<file path="config.mk">
export PLATFORM = sky130hd
export DESIGN_NAME = nand_cpu_mc_sequencer
export DESIGN_NICKNAME = d
export VERILOG_FILES = /design/src/rtl/nand_cpu_mc_sequencer.sv
export SDC_FILE = /design/constraint.sdc
export NUM_CORES = 1
export LEC_CHECK = 0
export BUFFER_PORTS_ARGS = -buffer_cell sky130_fd_sc_hd__buf_4
export CORE_MARGIN = 2
export CORE_UTILIZATION = 40
export CTS_CLUSTER_SIZE = 24
export DETAILED_ROUTE_END_ITERATION = 16
export PLACE_DENSITY = 0.7
export SLEW_MARGIN = 20
export SYNTH_ARGS = -nofsm -noshare
export SYNTH_HDL_FRONTEND = slang
export SYNTH_SLANG_ARGS = --single-unit
</file>
<file path="constraint.sdc">
create_clock -name clk -period 1.5 [get_ports clk]
set_clock_uncertainty 0.1 [all_clocks]
set_input_delay 0.15 -clock clk [delete_from_list [all_inputs] [get_ports clk]]
set_output_delay 0.15 -clock clk [all_outputs]
set_load 0.01 [all_outputs]
</file>
<file path="src/rtl/nand_cpu_mc_sequencer.sv">
// Multi-cycle FETCH/EXEC/MEM/WB sequencer that owns the PC and instruction register.
// Define NAND_CPU_PERF_CNT_EN to add the cycle_cnt / retired_cnt performance counters.
module nand_cpu_mc_sequencer #(
  parameter int PC_SIZE     = 8,
  parameter int INSTR_W     = 8,
  parameter int RESET_PC    = 0,
  parameter int MEM_TIMEOUT = 16
) (
  input  logic               clk,
  input  logic               n_rst,
  output logic               i_req,
  output logic [PC_SIZE-1:0] i_addr,
  input  logic               i_ack,
  input  logic [INSTR_W-1:0] i_rdata,
  output logic [INSTR_W-1:0] instr,
  input  logic               dec_mem_rd,
  input  logic               dec_mem_wr,
  input  logic               dec_reg_we,
  input  logic               dec_halt,
  input  logic               br_taken,
  input  logic [PC_SIZE-1:0] br_target,
  output logic               d_req,
  output logic               d_we,
  input  logic               d_ack,
  output logic               reg_we,
  output logic [PC_SIZE-1:0] pc,
  output logic               halted,
  output logic               fault
`ifdef NAND_CPU_PERF_CNT_EN
  ,
  output logic [31:0]        cycle_cnt,
  output logic [31:0]        retired_cnt
`endif
);

  localparam int TW = (MEM_TIMEOUT > 1) ? $clog2(MEM_TIMEOUT) : 1;
  localparam logic [TW-1:0] TO_LAST = (MEM_TIMEOUT > 0) ? TW'(MEM_TIMEOUT - 1) : '0;

  typedef enum logic [2:0] {
    S_FETCH,
    S_EXEC,
    S_MEM,
    S_WB,
    S_HALT,
    S_FAULT
  } state_t;

  state_t             state_reg;
  logic [PC_SIZE-1:0] pc_reg;
  logic [INSTR_W-1:0] instr_reg;
  logic [TW-1:0]      to_cnt_reg;
  logic               timeout_hit;

  assign timeout_hit = (MEM_TIMEOUT > 0) && (to_cnt_reg == TO_LAST);

  always_ff @(posedge clk or negedge n_rst) begin
    if (!n_rst) begin
      state_reg  <= S_FETCH;
      pc_reg     <= PC_SIZE'(RESET_PC);
      instr_reg  <= '0;
      to_cnt_reg <= '0;
    end else begin
      case (state_reg)
        S_FETCH: begin
          if (i_ack) begin
            instr_reg <= i_rdata;
            state_reg <= S_EXEC;
          end else if (timeout_hit) begin
            state_reg <= S_FAULT;
          end else if (MEM_TIMEOUT > 0) begin
            to_cnt_reg <= to_cnt_reg + TW'(1);
          end
        end
        S_EXEC: begin
          if (dec_halt) begin
            state_reg <= S_HALT;
          end else if (dec_mem_rd || dec_mem_wr) begin
            state_reg  <= S_MEM;
            to_cnt_reg <= '0;
          end else begin
            state_reg <= S_WB;
          end
        end
        S_MEM: begin
          if (d_ack) begin
            state_reg <= S_WB;
          end else if (timeout_hit) begin
            state_reg <= S_FAULT;
          end else if (MEM_TIMEOUT > 0) begin
            to_cnt_reg <= to_cnt_reg + TW'(1);
          end
        end
        S_WB: begin
          // pc + 1 wraps naturally in PC_SIZE bits
          pc_reg     <= br_taken ? br_target : pc_reg + PC_SIZE'(1);
          to_cnt_reg <= '0;
          state_reg  <= S_FETCH;
        end
        S_HALT:  state_reg <= S_HALT;
        S_FAULT: state_reg <= S_FAULT;
        default: state_reg <= S_FAULT;
      endcase
    end
  end

  // Reset forces FETCH, so i_req alone needs masking while n_rst is low.
  assign i_req  = n_rst && (state_reg == S_FETCH);
  assign i_addr = pc_reg;
  assign pc     = pc_reg;
  assign instr  = instr_reg;
  assign d_req  = (state_reg == S_MEM);
  assign d_we   = (state_reg == S_MEM) && dec_mem_wr;
  assign reg_we = (state_reg == S_WB) && dec_reg_we;
  assign halted = (state_reg == S_HALT);
  assign fault  = (state_reg == S_FAULT);

`ifdef NAND_CPU_PERF_CNT_EN
  always_ff @(posedge clk or negedge n_rst) begin
    if (!n_rst) begin
      cycle_cnt   <= '0;
      retired_cnt <= '0;
    end else begin
      if (state_reg != S_HALT && state_reg != S_FAULT) begin
        cycle_cnt <= cycle_cnt + 32'd1;
      end
      if (state_reg == S_WB) begin
        retired_cnt <= retired_cnt + 32'd1;
      end
    end
  end
`endif

endmodule

</file>
# ---- Yosys cells after proc, flatten, opt, wreduce, memory -nomap -nowiden
# Cells that the tools add are included.
dict set report op_classes {
  mux 13
  add_sub_neg 2
  n_eq_ne 10
  n_reduce_logical 8
}
# operator count
set ops {}
lappend ops {{4-bit two-way mux} 5}
lappend ops {{4-bit one-hot mux with 4 select lines} 1}
lappend ops {{3-bit one-hot mux with 5 select lines} 1}
lappend ops {{3-bit two-way mux} 4}
lappend ops {{8-bit by 1-bit adder with 8-bit output (second input constant)} 1}
lappend ops {{8-bit two-way mux} 1}
lappend ops {{2-bit inequality test (second input constant)} 4}
lappend ops {{3-bit by 2-bit == test with 1-bit output (second input constant)} 2}
lappend ops {{3-bit == test (second input constant)} 2}
lappend ops {{5-bit AND reduction} 1}
lappend ops {{4-bit by 1-bit adder with 4-bit output (second input constant)} 1}
lappend ops {{4-bit == test (second input constant)} 1}
lappend ops {{4-bit nonzero test} 1}
lappend ops {{3-bit by 1-bit == test with 1-bit output (second input constant)} 1}
lappend ops {{1-bit logical AND} 3}
lappend ops {{3-bit logical NOT} 1}
lappend ops {{2-bit AND reduction} 1}
lappend ops {{1-bit logical OR} 1}
lappend ops {{1-bit two-way mux} 1}
dict set report totals {
  ff_bits 23
  out_inout_bits 30
  word_cells 37
  inputBits 25
}

# ---- Logic depth before layout (Yosys ltp)
# Gate-level depths: netlist of run 1.
dict set report depth {
  ltp_word 4
  depth_mapped 5
  ltp_nobuf 4
}

# ---- Worst setup path before layout of run 1
# No wires, ideal clock.
dict set report synth_path {
  path_type {register -> register}
  from {reg state_reg[2]}
  to {reg instr_reg[0] (netlist: instr[0])}
  stages_incl_launch_ff 4
  t_arrival_ns 1.348
  path_slack_ns -0.073
  n_path_buf 1
  t_required_ns 1.275
  synth_period_minus_slack_ns 1.573
  setup_ns 0.125
  path_cell_list {dfrtp_1 > buf_6 > nor4b_4 > mux2_2}
}
dict set report synth_via {
  elab_chain_len 2
}
# item line
set synth_lines {}
lappend synth_lines {{start: declaration} 48} ;# state_t state_reg;
lappend synth_lines {{start signal: assignment} 58} ;# state_reg <= S_FETCH;
lappend synth_lines {{start signal: assignment} 67} ;# state_reg <= S_EXEC;
lappend synth_lines {{start signal: assignment} 69} ;# state_reg <= S_FAULT;
lappend synth_lines {{3-bit logical NOT} 63} ;# case (state_reg)
lappend synth_lines {{2-bit AND reduction (no source line)} n/a}
lappend synth_lines {{end signal: assignment} 66} ;# instr_reg <= i_rdata;
lappend synth_lines {{end: declaration} 50} ;# logic [INSTR_W-1:0] instr_reg;
# Every way passes these cells.
# A chain may end at the register's enable or synchronous reset.

# ---- Worst setup path after layout of run 1
dict set report layout_path {
  from {reg state_reg[0]}
  to {out fault}
}
dict set report layout_via {
  elab_chain_len 1
}
# item line
set layout_lines {}
lappend layout_lines {{3-bit == test} 115} ;# assign fault = (state_reg == S_FAULT);
lappend layout_lines {{end: declaration} 28} ;# output logic fault
# Every way passes these cells.

==> results of run 1 <==
==> worst max-delay path: stages, from the launching register on <==
cell and delay (ps):
dfrtp_2 440, nor2b_1 310, and2_1 180, buf_4 120
==> synth_stat cells, drive strengths merged <==
library cell  instances  share of area, %
dfrtp                23                41
buf                  12               6.8
o21ai                11               3.9
mux2                  9               7.2
nor2                  9               2.4
nand2                 7               1.9
nand3                 7               2.5
inv                   5               1.3
mux2i                 5               3.6
a21oi                 4               1.4
a31oi                 4               1.8
and2                  4               1.8
nand2b                4               1.8
nor2b                 4               1.8
and3                  2              0.89
clkbuf                2              0.54
ha                    2               1.8
nand3b                2               2.0
nand4                 2              0.89
nor4                  2              0.89
nor4b                 2               2.3
o211ai                2               1.1
o2bb2ai               2               1.3
or3                   2              0.89
a2111oi               1              0.63
a211oi                1              0.54
a22oi                 1              0.54
a2bb2oi               1              0.63
a311oi                1              0.63
and4b                 1              0.71
nand4b                1              0.63
nor3                  1              0.36
nor3b                 1              0.54
o2111ai               1              0.63
o21bai                1              0.54
o31a                  1              0.63
o31ai                 1              0.54
or4b                  1              0.71
==> per-stage QoR <==
step                power (mW)  hold WS [ps]  cell area, um^2  instances
finish                   2.363         28.74             2315        276
global route             2.513         19.68             2315        276
CTS                      2.288         24.24             2193        270
detailed placement       1.822         65.89             1927        250
global placement         1.783         66.40             1927        250
floorplan                1.351        -245.6             1401        142
==> logic make-up (layout without fill, tap and decap cells) <==
family	after synthesis	after routing
adders and majority gates	2	2
buffers and inverters	19	107
and+or+nand+nor	52	52
muxes	14	14
DFF	23	23
AOI/OAI and AO/OA	32	32
==> what timing repair did <==
item	4_1_cts	5_1_grt
endpoints found under the setup margin	20	22
pin swaps	2	9
hold endpoints to repair	32	0
resized for setup	25	15
hold buffers	10	0
setup buffers	6	6
==> path summary, 6_finish.rpt <==
path	end	depth (start not counted)
max	fault	3
min	i_addr[0]	3
max reg2reg	instr[6]	4
min reg2reg	instr[1]	1
max in group asynchronous	i_addr[0]	3
min in group asynchronous	state_reg[1]	3
==> area by class of cell <==
type	instances	share of cell area (%)
timing repair buffer	98	34.49
clock buffer	4	1.135
multi-input combinational	100	36.05
sequential	23	25.03
tap	46	2.486
inverter	5	0.8108
==> per-layer routing <==
metal	vias up	track usage (%)	part of all wire [%]
met2	38	33.38	51
li1	695	-	-
met3	4	3.929	3.7
met5	-	0	0
met1	702	25.43	44
met4	0	4.348	0.71
==> where the power goes <==
group          switching, mW  internal (mW)  total, mW
Clock                  0.190          0.104      0.294
Combinational          0.477          0.676       1.15
Sequential             0.130          0.786      0.916
==> flow_summary.ini, run 1 <==
[global_route]
grt_max_degree = 24
antenna_found_initial = 0
overflow = 0
grt_pass1_vias = 1382
track_usage_pct = 19.48
grt_pass1_wl_um = 6334

[placement]
place_congestion = 0.8601
hpwlAfterDp_um = 2699
portBuffers = 54
dp_slack_ps = -43.49

[logic_synthesis]
synth_fa_ha_area_share_pct = 1.786
netlist_area_um2 = 1401
netlist-cell-type-count = 42
synth_nets = 169
synth_simple_gate_area_share_pct = 22.95
ys_seq_elements = 23
ys_warn_count = 0
synth.yosys.seq_area_share_pct = 41.07
synth_top_family_by_area = simple AND/OR/NAND/NOR gates
synth-compound-area-share_pct = 14.73
synth_xor_area_share_pct = 0
syn_inst = 142
avgSynthCellArea_um2 = 9.869
synth.mux.area_fraction_pct = 10.80

[cts]
clock_latency_ps = 310
numClockSinks = 23
clk_path_buf_depth = 2
cts_tree = built
cts.clk_slew.worst_paths_ps = 130
h-tree-depth = 1
cts_root_buffer = clkbuf_4
cts_buffers = 3

[sta]
fmax_mhz = 622.0
rsz0062_at_grt = yes
maxSlewViolCount = 0
setup-violations-final = 16
tns_ps = -1235
worst_pin_slew_ps = 382.7
final.min_clock_period_ps = 1608
finalHoldViolations = 0
setup_ws_ps = -107.7
finalCritPeriodShare_pct = 107.2
relSlewSlack_pct = 73.82

[final_layout]
drive_gt1_share_pct = 50.87
final_common_cell = buf_4
fillers = 287
syn2layout_area_growth_pct = 65.18
multi_input_area_um2 = 834.6
final-seq-area_um2 = 579.3
antennaDiodeCount = 0
utilization_pct = 68.82
fin_nets = 258
final_cell_mix = 78 x buf_4, 20 x dfrtp_1, 11 x o21ai_0, 10 x dlygate4sd3_1, 10 x buf_6

[floorplan]
die_h_um = 63.19
ios = 55
die_w_um = 63.19
start_util_pct = 41.67
num_rows = 21
core_area_um2 = 3363
die_area_um2 = 3993

[detailed_routing]
vias_per_cell = 5.214
wirelength_um = 4085
drt_iter0_drc = 52
wl_per_cell_um = 14.80
drc = 0
num_vias = 1439
drtPass1Iterations = 4
drtAntennaViolNets = 0

[critical_path]
reg2reg_from = state_reg[1]
critPathArrivalTime_ps = 1360
startpoint = state_reg[0]
crit_type = flop to primary output
worst_setup_path_end_kind = primary output
r2r_setup_slack_ps = -90
path_max_fanout = 4
critical_path.startpoint_type = flop
crit_required_ps = 1250

[flow_run]
maxCapViolations = 0

[pwr]
powerDensity_nw_per_um2 = 1021
leakage_nw = 1.090
vdd_ir_drop_max_mv = 0.7143

[run_status]
violations = negative setup slack
status = finished with violations

[worst_hold_path]
hold_path_startpoint = br_target[0]
hp-class = input pin to flop
(Power assumes the default switching activity.)
==> run 2: changes to the inputs <==
ABC_AREA = 1   (was unset)
==> run 2 against run 1 <==
Against the previous run:
- the run still ends with negative setup slack left
- die area shrank 0.68%
- worst hold slack gained 0.67 ps
- core utilization shrank 5.9 points
- cell area shrank 9.4%
- sequential power shrank 32%
- worst setup slack gained 56 ps
- critical path type unchanged
==> flow_summary.ini, run 2 <==
[sta]
setup-violations-final = 5
final.min_clock_period_ps = 1551
finalCritPeriodShare_pct = 103.4
fmax_mhz = 644.6
tns_ps = -117.3
worst_pin_slew_ps = 389.6
relSlewSlack_pct = 73.99
maxSlewViolCount = 0
finalHoldViolations = 0
holdWs_ps = 29.42
rsz0062_at_grt = yes
setup_ws_ps = -51.45

[detailed_routing]
wl_per_cell_um = 11.41
vias_per_cell = 4.660
num_vias = 1440
drtAntennaViolNets = 0
wirelength_um = 3526
drc = 0
drt_iter0_drc = 97
drtPass1Iterations = 4

[critical_path]
critPathArrivalTime_ps = 1300
critPathBufInv = 1
endpoint = d_we
crit_type = flop to primary output
worst_setup_path_end_kind = primary output
reg2reg_from = state_reg[1]
critical_path.startpoint_type = flop
cp_num_cells = 4
r2r_cells = 7
cpMostUsedCell = nor2_4
path_max_fanout = 6
r2r_end = to_cnt_reg[1]
r2r_setup_slack_ps = 90
cpLargestDelayFamily = flip-flops
critPathSlowestCell = dfrtp_2
crit_required_ps = 1250
startpoint = state_reg[0]
worst_path_largest_cell_delay_ps = 510
cp_cell_sequence = nor2_4, nand2_4, nor2_4, buf_6

[final_layout]
drive_gt1_share_pct = 37.64
multi_input_area_um2 = 721.9
syn2layout_area_growth_pct = 50.81
final_cell_mix = 62 x nand2_1, 61 x buf_4, 18 x nor2_1, 18 x dfrtp_1, 17 x inv_1
antennaDiodeCount = 0
design_area_um2 = 2098
final_common_cell = nand2_1
fillers = 317
fin_nets = 291
final-seq-area_um2 = 581.8

[pwr]
pwr-share-seq_pct = 59.0
pwr-share-comb_pct = 11.5
powerDensity_nw_per_um2 = 504.8
p_total_mw = 1.059
power.switching_mw = 0.2624
intPower_mw = 0.7968
leakage_nw = 1.125
p_clk_share_pct = 29.5
swShare_pct = 24.77
vdd_ir_drop_max_mv = 0.4398

[floorplan]
core_area_um2 = 3337
num_rows = 21
die_h_um = 62.98
die_w_um = 62.98
start_util_pct = 41.69
die_area_um2 = 3966
ios = 55

[logic_synthesis]
synth.yosys.seq_area_share_pct = 41.37
netlist-cell-type-count = 28
ys_warn_count = 0
yosys.cell_count.top_type = nand2_1
synth_edf_count = 0
synth_common_cells = 64 x nand2_1, 23 x dfrtp_1, 21 x nor2_1, 18 x inv_1, 15 x nand3_1
syn_inst = 191
netlist_area_um2 = 1391
yosysTopAreaCell = dfrtp_1
synth_nets = 218
avgSynthCellArea_um2 = 7.284
ys_seq_elements = 23
async_flop_share_pct = 100.0
synth_top_area_share_pct = 41.37
synthFlopType = dfrtp_1
synthTopCellsByArea = dfrtp_1 41%, nand2_1 17%, nor2_1 5.7%, nand3_1 5.4%, inv_1 4.9%

[placement]
hpwlAfterDp_um = 2334
portBuffers = 54
dp_slack_ps = 112.1
placed_cell_area_um2 = 1797
place_congestion = 0.8594

[cts]
cts_tree = built
cts_buffers = 3
clock_latency_ps = 330
numClockSinks = 23
cts.clk_slew.worst_paths_ps = 140
cts_root_buffer = clkbuf_4
clk_path_buf_depth = 2
h-tree-depth = 1

[run_status]
violations = negative setup slack
status = finished with violations

[worst_hold_path]
hp-class = input pin to flop

[global_route]
overflow = 0
track_usage_pct = 19.76
grt_pass1_vias = 1398
grt_pass1_wl_um = 6299
antenna_found_initial = 0
grt_max_degree = 24

[flow_run]
maxCapViolations = 0
-- run 2: cell types whose count changed after synthesis, sizes merged, moves of 5 or more --
cell	change
nand2	+61
nor2	+17
mux2	-9
mux2i	-5
nand3	+9
inv	+16
-- run 2: power groups by stage --
stage | logic (mW) | clock network [mW] | registers [mW]
after floorplan | 0.0237 | 0 | 0.636
after global placement | 0.0956 | 0 | 0.636
after detailed placement | 0.0954 | 0 | 0.636
after CTS | 0.120 | 0.320 | 0.624
after global routing | 0.135 | 0.358 | 0.625
final | 0.122 | 0.313 | 0.625
-- run 2: worst register-to-register path: cells and delay by family, from the launching register on --
| family | cells | cell delay (ps) |
|---|---|---|
| buf+inv | 1 | 170 |
| flops | 1 | 490 |
| simple gates | 6 | 550 |
-- run 2: cell families (layout without fill, tap and decap cells) --
logic type | count (synthesis) | in the layout | synth area share, %
simple gates | 117 | 117 | 38.31
compound gates | 19 | 19 | 8.004
buf+inv | 30 | 102 | 10.52
fa+ha+maj | 2 | 2 | 1.798
flops | 23 | 23 | 41.37
-- run 2: how the worst min path moves through the flow --
| stage | from | endpoint | slack (ps) | depth (start not counted) |
|---|---|---|---|---|
| CTS | br_target[0] | i_addr[0] | 20 | 5 |
| finish | br_target[0] | i_addr[0] | 30 | 5 |
| global route | br_target[4] | i_addr[4] | 60 | 5 |
| global placement | n_rst | i_addr[0] | 80 | 2 |
| detailed placement | n_rst | i_addr[0] | 80 | 2 |
| floorplan | n_rst | i_addr[0] | -250 | 0 |
-- run 2: metal layers --
layer  share of wire [%]  wire (um)  GRT usage, %  vias up
met5                   0          0             0        -
met4                 1.8         65         8.611        0
met3                 4.7        167         2.162        6
met2                  48       1684         33.24       41
met1                  46       1608         25.51      649
li1                    -          -             -      744
-- run 2: through the flow --
stage / util (%) / instances
after CTS: 59.69 / 303
after global placement: 53.84 / 283
after detailed placement: 53.84 / 283
final: 62.88 / 309
after global routing: 62.88 / 309
after floorplan: - / 191
-- run 2: layout make-up --
class	instances	area share (%)
clock buffer	3	1.073
clock inverter	1	0.3578
inverter	21	3.995
multi-input combinational	138	34.41
sequential	23	27.73
tap	46	2.743
timing repair buffer	77	29.70
-- run 2: what timing repair did --
action                     CTS  global route
pin swaps                    0             5
resized for setup            6            18
setup endpoints to repair    6            12
hold buffers                12             0
hold endpoints to repair    33             0
setup buffers                4             6
